File: src/rtl/mem_arb_pkg.sv
// Shared types for the memory-port arbiter: FSM states and transaction owner.
package mem_arb_pkg;

  typedef enum logic [1:0] {
    IDLE,
    GRANT_IF,
    GRANT_D,
    RESP
  } arb_state_t;

  typedef enum logic {
    OWN_IF,
    OWN_D
  } owner_t;

endpackage

File: src/rtl/arb_starve_counter.sv
// Saturating count of consecutive data grants taken while a fetch was waiting.
module arb_starve_counter #(
  parameter int unsigned LIMIT = 4
) (
  input  logic clk,
  input  logic reset,
  input  logic inc,
  input  logic clr,
  output logic at_limit
);

  localparam int unsigned CntW = $clog2(LIMIT + 1);
  localparam logic [CntW-1:0] LimitVal = CntW'(LIMIT);

  logic [CntW-1:0] cnt_q;

  always_ff @(posedge clk or negedge reset) begin
    if (!reset) begin
      cnt_q <= '0;
    end else if (clr) begin
      cnt_q <= '0;
    end else if (inc && (cnt_q != LimitVal)) begin
      cnt_q <= cnt_q + CntW'(1);
    end
  end

  assign at_limit = (cnt_q == LimitVal);

endmodule

File: src/rtl/mem_port_arbiter.sv
// Arbitrates one memory port between instruction fetch and load/store, data first,
// with a starvation guard that forces a fetch grant after STARVE_LIMIT data grants.
module mem_port_arbiter
  import mem_arb_pkg::*;
#(
  parameter int unsigned ADDR_WIDTH   = 32,
  parameter int unsigned DATA_WIDTH   = 32,
  parameter int unsigned STARVE_LIMIT = 4
) (
  input  logic                    clk,
  input  logic                    reset,
  input  logic                    if_req,
  input  logic [ADDR_WIDTH-1:0]   if_addr,
  output logic [DATA_WIDTH-1:0]   if_rdata,
  output logic                    if_done,
  input  logic                    d_req,
  input  logic                    d_we,
  input  logic [ADDR_WIDTH-1:0]   d_addr,
  input  logic [DATA_WIDTH-1:0]   d_wdata,
  input  logic [DATA_WIDTH/8-1:0] d_be,
  output logic [DATA_WIDTH-1:0]   d_rdata,
  output logic                    d_done,
  output logic                    mem_req,
  output logic                    mem_we,
  output logic [ADDR_WIDTH-1:0]   mem_addr,
  output logic [DATA_WIDTH-1:0]   mem_wdata,
  output logic [DATA_WIDTH/8-1:0] mem_be,
  input  logic                    mem_ack,
  input  logic [DATA_WIDTH-1:0]   mem_rdata
);

  arb_state_t state_q;
  owner_t     owner_q;
  logic       at_limit;
  logic       grant_d;
  logic       grant_if;
  logic       cnt_inc;
  logic       cnt_clr;

  // Data wins unless a waiting fetch has already been passed over STARVE_LIMIT times.
  always_comb begin
    grant_d  = d_req && !(if_req && at_limit);
    grant_if = if_req && !grant_d;
    cnt_inc  = (state_q == IDLE) && grant_d && if_req;
    cnt_clr  = (state_q == IDLE) && (grant_if || (grant_d && !if_req));
  end

  arb_starve_counter #(
    .LIMIT(STARVE_LIMIT)
  ) u_starve (
    .clk     (clk),
    .reset   (reset),
    .inc     (cnt_inc),
    .clr     (cnt_clr),
    .at_limit(at_limit)
  );

  always_ff @(posedge clk or negedge reset) begin
    if (!reset) begin
      state_q   <= IDLE;
      owner_q   <= OWN_IF;
      mem_req   <= 1'b0;
      mem_we    <= 1'b0;
      mem_addr  <= '0;
      mem_wdata <= '0;
      mem_be    <= '0;
      if_done   <= 1'b0;
      d_done    <= 1'b0;
      if_rdata  <= '0;
      d_rdata   <= '0;
    end else begin
      if_done <= 1'b0;
      d_done  <= 1'b0;
      case (state_q)
        IDLE: begin
          if (grant_d) begin
            state_q   <= GRANT_D;
            owner_q   <= OWN_D;
            mem_req   <= 1'b1;
            mem_we    <= d_we;
            mem_addr  <= d_addr;
            mem_wdata <= d_wdata;
            mem_be    <= d_be;
          end else if (grant_if) begin
            state_q   <= GRANT_IF;
            owner_q   <= OWN_IF;
            mem_req   <= 1'b1;
            mem_we    <= 1'b0;
            mem_addr  <= if_addr;
            mem_wdata <= '0;
            mem_be    <= '1;
          end
        end
        GRANT_IF, GRANT_D: begin
          if (mem_ack) begin
            state_q <= RESP;
            mem_req <= 1'b0;
            if (owner_q == OWN_IF) begin
              if_rdata <= mem_rdata;
              if_done  <= 1'b1;
            end else begin
              d_done <= 1'b1;
              // Stores keep the last load result visible.
              if (!mem_we) d_rdata <= mem_rdata;
            end
          end
        end
        RESP:    state_q <= IDLE;
        default: state_q <= IDLE;
      endcase
    end
  end

endmodule
File: config.mk
export PLATFORM = sky130hd
export DESIGN_NAME = mem_port_arbiter
export DESIGN_NICKNAME = d
export VERILOG_FILES = /design/src/rtl/mem_arb_pkg.sv /design/src/rtl/arb_starve_counter.sv /design/src/rtl/mem_port_arbiter.sv
export SDC_FILE = /design/constraint.sdc
export NUM_CORES = 1
export LEC_CHECK = 0
export CAP_MARGIN = 20
export CORE_MARGIN = 8
export CORE_UTILIZATION = 41
export DETAILED_ROUTE_END_ITERATION = 6
export PLACE_DENSITY = 0.79
export SLEW_MARGIN = 20
export SYNTH_ARGS = -nofsm -noshare
export SYNTH_HDL_FRONTEND = slang
export SYNTH_HIERARCHICAL = 1
export SYNTH_SLANG_ARGS = --single-unit
File: constraint.sdc
create_clock -name clk -period 2.9 [get_ports clk]
set_clock_uncertainty 0.05 [all_clocks]
set_input_delay 0.58 -clock clk [delete_from_list [all_inputs] [get_ports clk]]
set_output_delay 0.58 -clock clk [all_outputs]
set_load 0.05 [all_outputs]
=== Word-level counts from Yosys, hierarchy flattened ===
Index checks and enable logic that the tools add are counted.

* Output and inout port bits: 136
* Register bits after elaboration: 142
* Latch bits: 0
* Memories: 0
* Bits in writable memories: 0
* Input bits: 138
* Memory bits (read-only): 0
* Word-level logic and storage cells: 69

* Shifts and indexed selects: 0
* Div/mod/pow operators: 0
* Equal/unequal tests: 7
* Bitwise logic cells: 2
* $lt $le $gt $ge: 0
* Reductions and logical operators: 22
* Muxes and demuxes: 25
* $add $sub $neg: 1
* Multiply operators: 0

{| class="wikitable"
|+ Operators by type and width
! cell !! number
|-
| $mux W32 || 4
|-
| $mux W1 || 12
|-
| $logic_and A1 B1 Y1 || 8
|-
| $mux W4 || 2
|-
| $mux W2 || 3
|-
| $mux W3 || 2
|-
| $ne A3 B3 Y1 const B || 2
|-
| $pmux W2 S3 || 1
|-
| $reduce_and A3 Y1 || 2
|-
| $reduce_bool A2 Y1 || 3
|-
| $eq A2 B2 Y1 const B || 2
|-
| $reduce_and A2 Y1 || 2
|-
| $reduce_and A4 Y1 || 1
|-
| $add A3 B1 Y3 const B || 1
|-
| $eq A3 B3 Y1 const B || 1
|-
| $logic_not A1 Y1 || 3
|-
| $eq A2 B1 Y1 const B || 1
|-
| $logic_not A2 Y1 || 1
|-
| $ne A2 B2 Y1 const B || 1
|-
| $not A1 Y1 || 2
|-
| $pmux W1 S2 || 1
|-
| $reduce_or A2 Y1 || 1
|-
| $logic_or A1 B1 Y1 || 1
|}

=== Logic depth before layout (Yosys ltp) ===
Gate-level depths: netlist of the first run.

* Word-level depth: 9
* Gate-level depth with buffers: 12
* Gate-level depth less buffers: 9

=== Hierarchy ===
Netlist of the first run, hierarchy kept.

{| class="wikitable"
|+ By module, submodules not included
! module !! seq. area each (µm²) !! area each (µm²) !! instances !! cells each
|-
| mem_port_arbiter || 3478.3 || 5691.7 || 1 || 505
|-
| arb_starve_counter || 75.1 || 197.7 || 1 || 18
|}

=== Worst setup path before layout of the first run ===
No wires, ideal clock.

* Path type: reg-to-reg
* Start point: register u_starve.cnt_q[0]
* End point: register mem_addr[0]
* Data required time: 2.728 ns
* Setup time: 0.122 ns
* Data arrival time: 2.174 ns
* Path buffers: 3
* Cell stages (with the launch flop): 13
* Period minus slack after synthesis: 2.347 ns
* Path slack: 0.553 ns
* Path through: dfrtp_1 inv_1 ha_1 and2_1 a21boi_1 inv_1 clkbuf_1 ha_1 nand2b_1 buf_2 clkbuf_1 a21oi_1 a21oi_1

* Longest elaborated chain between the ends: 8
* Elaborated cells between the ends (all ways): 9
* Classes of those cells: 1 x eq/ne; 1 x mux; 7 x reduce/logical

{| class="wikitable"
|+ RTL lines
! item !! line !! text
|-
| start: declaration || arb_starve_counter.sv:15 || <nowiki>logic [CntW-1:0] cnt_q;</nowiki>
|-
| start signal: assignment || arb_starve_counter.sv:23 || <nowiki>cnt_q <= cnt_q + CntW'(1);</nowiki>
|-
| $eq A3 B3 Y1 (*) || arb_starve_counter.sv:27 || <nowiki>assign at_limit = (cnt_q == LimitVal);</nowiki>
|-
| via at_limit || mem_port_arbiter.sv:34 || <nowiki>logic at_limit;</nowiki>
|-
| $logic_and A1 B1 Y1 (*) || mem_port_arbiter.sv:42 || <nowiki>grant_d = d_req && !(if_req && at_limit);</nowiki>
|-
| $logic_not A1 Y1 (*) || mem_port_arbiter.sv:42 ||
|-
| $logic_and A1 B1 Y1 (*) || mem_port_arbiter.sv:42 ||
|-
| $logic_not A1 Y1 || mem_port_arbiter.sv:43 || <nowiki>grant_if = if_req && !grant_d;</nowiki>
|-
| $logic_and A1 B1 Y1 || mem_port_arbiter.sv:43 ||
|-
| $reduce_bool A2 Y1 (no line) || -- ||
|-
| $reduce_and A2 Y1 (no line) || -- ||
|-
| end signal: assignment || mem_port_arbiter.sv:81 || <nowiki>mem_addr <= d_addr;</nowiki>
|-
| end signal: assignment || mem_port_arbiter.sv:89 || <nowiki>mem_addr <= if_addr;</nowiki>
|-
| end: declaration || mem_port_arbiter.sv:25 || <nowiki>output logic [ADDR_WIDTH-1:0] mem_addr,</nowiki>
|}

Mark *: on every way through the listed nets, which the timed path passes. The rest lies on a longest branch.
A chain may end at the register's enable or synchronous reset.

=== Final worst setup path of the first run ===
* Start point: register mem_req
* End point: output mem_req

{| class="wikitable"
|+ RTL lines
! item !! line !! text
|-
| start: declaration || mem_port_arbiter.sv:23 || <nowiki>output logic mem_req,</nowiki>
|-
| start signal: assignment || mem_port_arbiter.sv:62 || <nowiki>mem_req <= 1'b0;</nowiki>
|-
| start signal: assignment || mem_port_arbiter.sv:79 || <nowiki>mem_req <= 1'b1;</nowiki>
|-
| start signal: assignment || mem_port_arbiter.sv:87 || <nowiki>mem_req <= 1'b1;</nowiki>
|}

No word-level cell between the ends.

==> reports/metrics.yaml, run 1 <==
finalWirelength_mm: 18.4
place_hpwl_mm: 13.5
fillers: 1066
htree_levels: 4
fin_nets: 934
drc: 0
grt_overflow_total: 0
setup_slack_ps: 604
arrival_ps: 1670
diodes: 0
fmax_mhz: 435
ir_worst_vdd_uv: 679
first_iter_violations: 235
detailedPlace.worstSlack_ps: 397
grt_max_degree: 72
port_buffers: 273
grt_pass1_vias: 5215
wl_per_cell_um: 18.6
endpoint_kind: "output port"
worst_pin_slew_ps: 724
critPathLaunchType: "register"
area_growth_pct: 59.6
cts_buffer_depth: 2
totalPowerFinal_mw: 13.6
slowest_stage: "clkdlybuf4s50_1"
cp_num_buf_inv: 1
post-route-util_pct: 65.9
clk_pin_slew_ps: 60
cts_buffers: 17
clockRootBuffer: "clkbuf_16"
path_delay_family: "buffers and inverters"
cts.sinks: 142
yosys.area_share.simple_pct: 13.5
p_leak_nw: 4.25
setup_violations: 0
powerDensity_nw_per_um2: 1450
vias: 4932
tns_ps: 0
avgViaCountPerCell: 4.99
grt_usage_pct: 19.6
syn-mean-instance-area_um2: 11.3
die_w_um: 136
placed_cells: 956
critPathMaxFanout: 3
yosys.cell_types.count: 26
synth_top_family_by_area: "multiplexers"
cp.required_ps: 2270
dieHeight_um: 136
maxCapViolCount: 0
row_count: 44
finalCritPeriodShare_pct: 79.2
io_pins: 274
layout_common_cells: "clkdlybuf4s50_1, dfrtp_1, nand2_1"
path_class: "reg2out"
slowest_delay_ps: 860
cts_setup_buffers: 0
drive_gt1_share_pct: 14.2
synth-adder-area-share_pct: 1.06
fp.coreArea_um2: 14300
dr.pass1.iters: 4
place_congestion: 0.765
final-max-slew-violation-count: 0
synth_seq_cells: 142
yosys_warnings: 6
synthCells: 523
initial_utilization_pct: 41.3
synthMuxAreaShare_pct: 15.1
synth_nets: 666
final_common_cell: "clkdlybuf4s50_1"
cts_hold_buffers: 0
netlist_area_um2: 5890
rsz0062_at_grt: "false"
outcome: "complete, no violations"
synth_compound_area_share_pct: 6.59
grt_antenna_before_repair: 0
cts_tree: "built"
path_cells: "clkdlybuf4s50_1"
grt_pass1_wl_mm: 28.1
final_hold_viol_count: 0
seq_area_frac_synth_pct: 60.3
cts_resized: 0
hp-class: "in2async"
relSlewSlack_pct: 51.7
drtAntennaViolNets: 0
die_area_um2: 18500
synthXorXnorAreaFrac_pct: 0
clock_latency_ps: 420
finalCriticalPeriod_ps: 2300
stdcell_count: 988
-- cell type report --
type                            count  area (µm²)  area share, %
Clock buffer                       20         457           4.86
Clock inverter                     12         136           1.45
Inverter                            8        30.0          0.319
Multi-Input combinational cell    339        2160           23.0
Sequential cell                   142        3550           37.8
Tap cell                          184         230           2.45
Timing Repair Buffer              283        2830           30.1
-- cells in the mapped netlist (all sizes together) --
cell,number,share of area [%]
buf,18,1.9
a21oi,66,5.6
clkbuf,16,1.0
o2bb2ai,1,0.15
nor2b,2,0.21
mux2,66,15
nor2,35,2.2
nand3b,1,0.13
and3,2,0.21
ha,5,1.1
nand2b,4,0.42
o21ai,6,0.51
nand2,109,6.9
and4b,1,0.17
dfrtp,142,60
and2,2,0.21
nand3,33,2.8
mux2i,3,0.51
a21boi,2,0.32
nor3,1,0.17
inv,8,0.51
-- sequential cells by signal, summed over array words and instances, names as in the netlist --
name	flops
mem_addr	32
mem_wdata	32
owner_q	1
mem_we	1
mem_req	1
state_q	2
if_rdata	32
u_starve/cnt_q	3
mem_be	4
d_done	1
if_done	1
d_rdata	32
-- worst paths after layout --
kind	from	end	slack, ps	depth (start not counted)
min in group clk	mem_wdata[8]	mem_wdata[8]	410	2
setup / recovery	mem_req	mem_req	600	1
setup reg to reg	u_starve/cnt_q[0]	mem_addr[23]	610	10
max in group asynchronous	reset	if_rdata[1]	2020	2
hold reg to reg	mem_wdata[8]	mem_wdata[8]	410	2
hold / removal	reset	d_rdata[20]	40	1
-- report_power, final --
| group | internal (mW) | switching [mW] |
|---|---|---|
| Sequential | 3.00 | 0.580 |
| Combinational | 2.83 | 5.07 |
| Clock | 1.31 | 0.833 |
-- cell families after synthesis --
group,Yosys count
flops,142
compound gates,75
fa+ha+maj,5
simple gates,190
buf+inv,42
mux,69
-- layer usage --
metal	up-vias	global-route usage [%]	part of all wire (%)
met2	231	32.1	48
met1	2394	22.4	40
met4	0	7.32	1.8
met5	-	0	0
li1	2286	-	-
met3	21	8.28	10
-- metrics by stage --
step,area (µm²),hold slack [ps]
global placement,8810,398
CTS,9400,46.8
finish,9400,44.4
floorplan,5890,234
detailed placement,8810,406
global route,9400,72.2
No activity file was read; power rests on OpenSTA's default activity.
==> inputs of run 2 (changes only) <==
==> constraint.sdc (replaced) <==
create_clock -name clk -period 2.2 [get_ports clk]
set_clock_uncertainty 0.05 [all_clocks]
set_input_delay 0.44 -clock clk [delete_from_list [all_inputs] [get_ports clk]]
set_output_delay 0.44 -clock clk [all_outputs]
set_load 0.05 [all_outputs]
==> reports/metrics.yaml, run 2 (synthesis results as in run 1) <==
layout_common_cells: "clkdlybuf4s50_1, dfrtp_1, nand2_1"  # unchanged
area_growth_pct: 63.5  # was 59.6%
fillers: 1033  # was 1066
row_count: 44  # unchanged
intPower_mw: 10.1  # was 7.14 mW
port_buffers: 273  # unchanged
wl_per_cell_um: 18.6  # about the same
dr.pass1.iters: 4  # unchanged
p_clk_share_pct: 18.0  # was 15.8%
setup_violations: 0  # unchanged
powerDensity_nw_per_um2: 1930  # was 1450 nW/µm²
grt_use_met2_pct: 31.3  # was 32.1%
pwr-share-comb_pct: 56.5  # was 58.0%
fin_area_um2: 9630  # was 9400 µm²
slowest_stage: "clkdlybuf4s50_1"  # unchanged
drive_gt1_share_pct: 14.9  # was 14.2%
cts_buffers: 17  # unchanged
die_area_um2: 18500  # unchanged
grt_max_degree: 68  # was 72
p_sw_share_pct: 45.8  # was 47.6%
finalCriticalPeriod_ps: 2130
io_pins: 274  # unchanged
endpoint_kind: "output port"  # unchanged
cts_resized: 0  # unchanged
final-max-slew-violation-count: 0  # unchanged
avgViaCountPerCell: 5.01  # was 4.99
die_w_um: 136  # unchanged
grt_pass1_vias: 5302  # was 5215
seq_power_share_pct: 25.5  # was 26.3%
hp-class: "in2async"  # unchanged
dieHeight_um: 136  # unchanged
cts_buffer_depth: 2  # unchanged
grt_pass1_wl_mm: 28.5  # was 28.1 mm
clock_latency_ps: 410  # was 420 ps
path_cells: "clkdlybuf4s50_1"  # unchanged
diodes: 0  # unchanged
cp.required_ps: 1710  # was 2270 ps
arrival_ps: 1640  # was 1670 ps
place_congestion: 0.781  # was 0.765
finalCritPeriodShare_pct: 96.7
clk_pin_slew_ps: 60  # about the same
cts_tree: "built"  # unchanged
grt_antenna_before_repair: 1  # was 0
cp-startpoint: "mem_we"  # was mem_req
final_hold_viol_count: 0  # unchanged
maxCapViolCount: 0  # unchanged
drtAntennaViolNets: 0  # unchanged
busiest_layer: "met2"  # unchanged
path_class: "reg2out"  # unchanged
fp.coreArea_um2: 14300  # unchanged
final_common_cell: "clkdlybuf4s50_1"  # unchanged
first_iter_violations: 224  # was 235
use_met1_pct: 22.8  # was 22.4%
place_hpwl_mm: 13.6  # was 13.5 mm
drc: 0  # unchanged
power.switching_mw: 8.51  # was 6.48 mW
grtUsageMet3_pct: 9.94  # was 8.28%
worst_pin_slew_ps: 573  # was 724 ps
fin_nets: 942  # was 934
ir_worst_vdd_uv: 1010  # was 679 µV
initial_utilization_pct: 41.3  # unchanged
path_delay_family: "buffers and inverters"  # unchanged
grt_usage_pct: 19.9  # was 19.6%
cts.sinks: 142  # unchanged
slowest_delay_ps: 860  # about the same
relSlewSlack_pct: 61.7  # was 51.7%
cp_num_buf_inv: 1  # unchanged
htree_levels: 4  # unchanged
rsz0062_at_grt: "false"  # unchanged
outcome: "complete, no violations"  # unchanged
p_leak_nw: 4.39  # was 4.25 nW
critPathLaunchType: "register"  # unchanged
post-route-util_pct: 67.5  # was 65.9%
r2r_start: "u_starve/cnt_q[0]"  # unchanged
placed_cell_area_um2: 8900  # was 8810 µm²
finalWirelength_mm: 18.5  # was 18.4 mm
grt_overflow_total: 0  # unchanged
clockRootBuffer: "clkbuf_16"  # unchanged
critPathMaxFanout: 3  # unchanged
tns_ps: 0  # unchanged
fmax_mhz: 470
vias: 4985  # was 4932
## run 2: changes by cell type in the layout (fill, tap and decap cells not counted)
cell and delta:
clkinvlp_4 -6, clkinv_2 -1, bufinv_16 +4, clkbuf_8 +3, buf_12 +5, buf_4 +3, clkbuf_1 +1, clkdlybuf4s50_1 -1
clkinv_4 -1, dlygate4sd3_1 +1
## run 2: worst register-to-register path, cell delays in order (launching register included)
cell      delay (ps)
dfrtp_1          350
inv_1             50
ha_1             230
and2_1           200
a21boi_4         130
inv_1             70
ha_1             230
nand2b_2         230
buf_12           180
a21oi_1          160
a21oi_1           90
## run 2: final timing paths
kind / endpoint / slack (ps) / cells past startpoint
min in group clk: mem_wdata[7] / 410 / 2
setup reg to reg: mem_addr[25] / 100 / 10
hold / removal: d_rdata[26] / 400 / 2
setup / recovery: mem_we / 70 / 1
hold reg to reg: mem_wdata[7] / 410 / 2
max in group asynchronous: mem_wdata[0] / 1090 / 3
## run 2: power by group through the flow
stage / Sequential [mW] / Clock (mW) / Combinational [mW]
3_5_place_dp: 4.74 / 0 / 10.5
5_1_grt: 4.88 / 3.55 / 11.0
2_1_floorplan: 9.07 / 0 / 2.43
3_3_place_gp: 4.67 / 0 / 10.4
4_1_cts: 4.73 / 3.42 / 10.6
6_report: 4.73 / 3.35 / 10.5
## run 2: metrics by stage
stage / power (mW) / hold WS (ps) / std cells / setup slack [ps]
global placement: 15.0 / 251 / 961 / 27.0
finish: 18.6 / 397 / 996 / 71.6
floorplan: 11.5 / 94.4 / 523 / 10.4
CTS: 18.7 / 386 / 994 / 39.1
global route: 19.4 / 401 / 996 / 10.6
detailed placement: 15.3 / 253 / 961 / -32.3
## run 2: repair_timing
item | 4_1_cts | 5_1_grt
endpoints found under the setup margin | 0 | 30
setup buffers | 0 | 2
endpoints found under the hold margin | 18 | 0
hold buffers | 1 | 0
## run 2: layout make-up
class / instances / area (µm²) / share of cell area (%)
clock buffer: 24 / 502 / 5.21
clock inverter: 8 / 198 / 2.05
inverter: 8 / 30.0 / 0.312
multi-input combinational: 339 / 2160 / 22.4
sequential: 142 / 3550 / 36.9
tap: 184 / 230 / 2.39
timing repair buffer: 291 / 2960 / 30.7
## run 2: per-layer routing
metal	vias to the layer above	share of wire, %
met3	33	12
met5	-	0.054
met1	2401	39
met2	252	46
li1	2297	-
met4	2	2.3
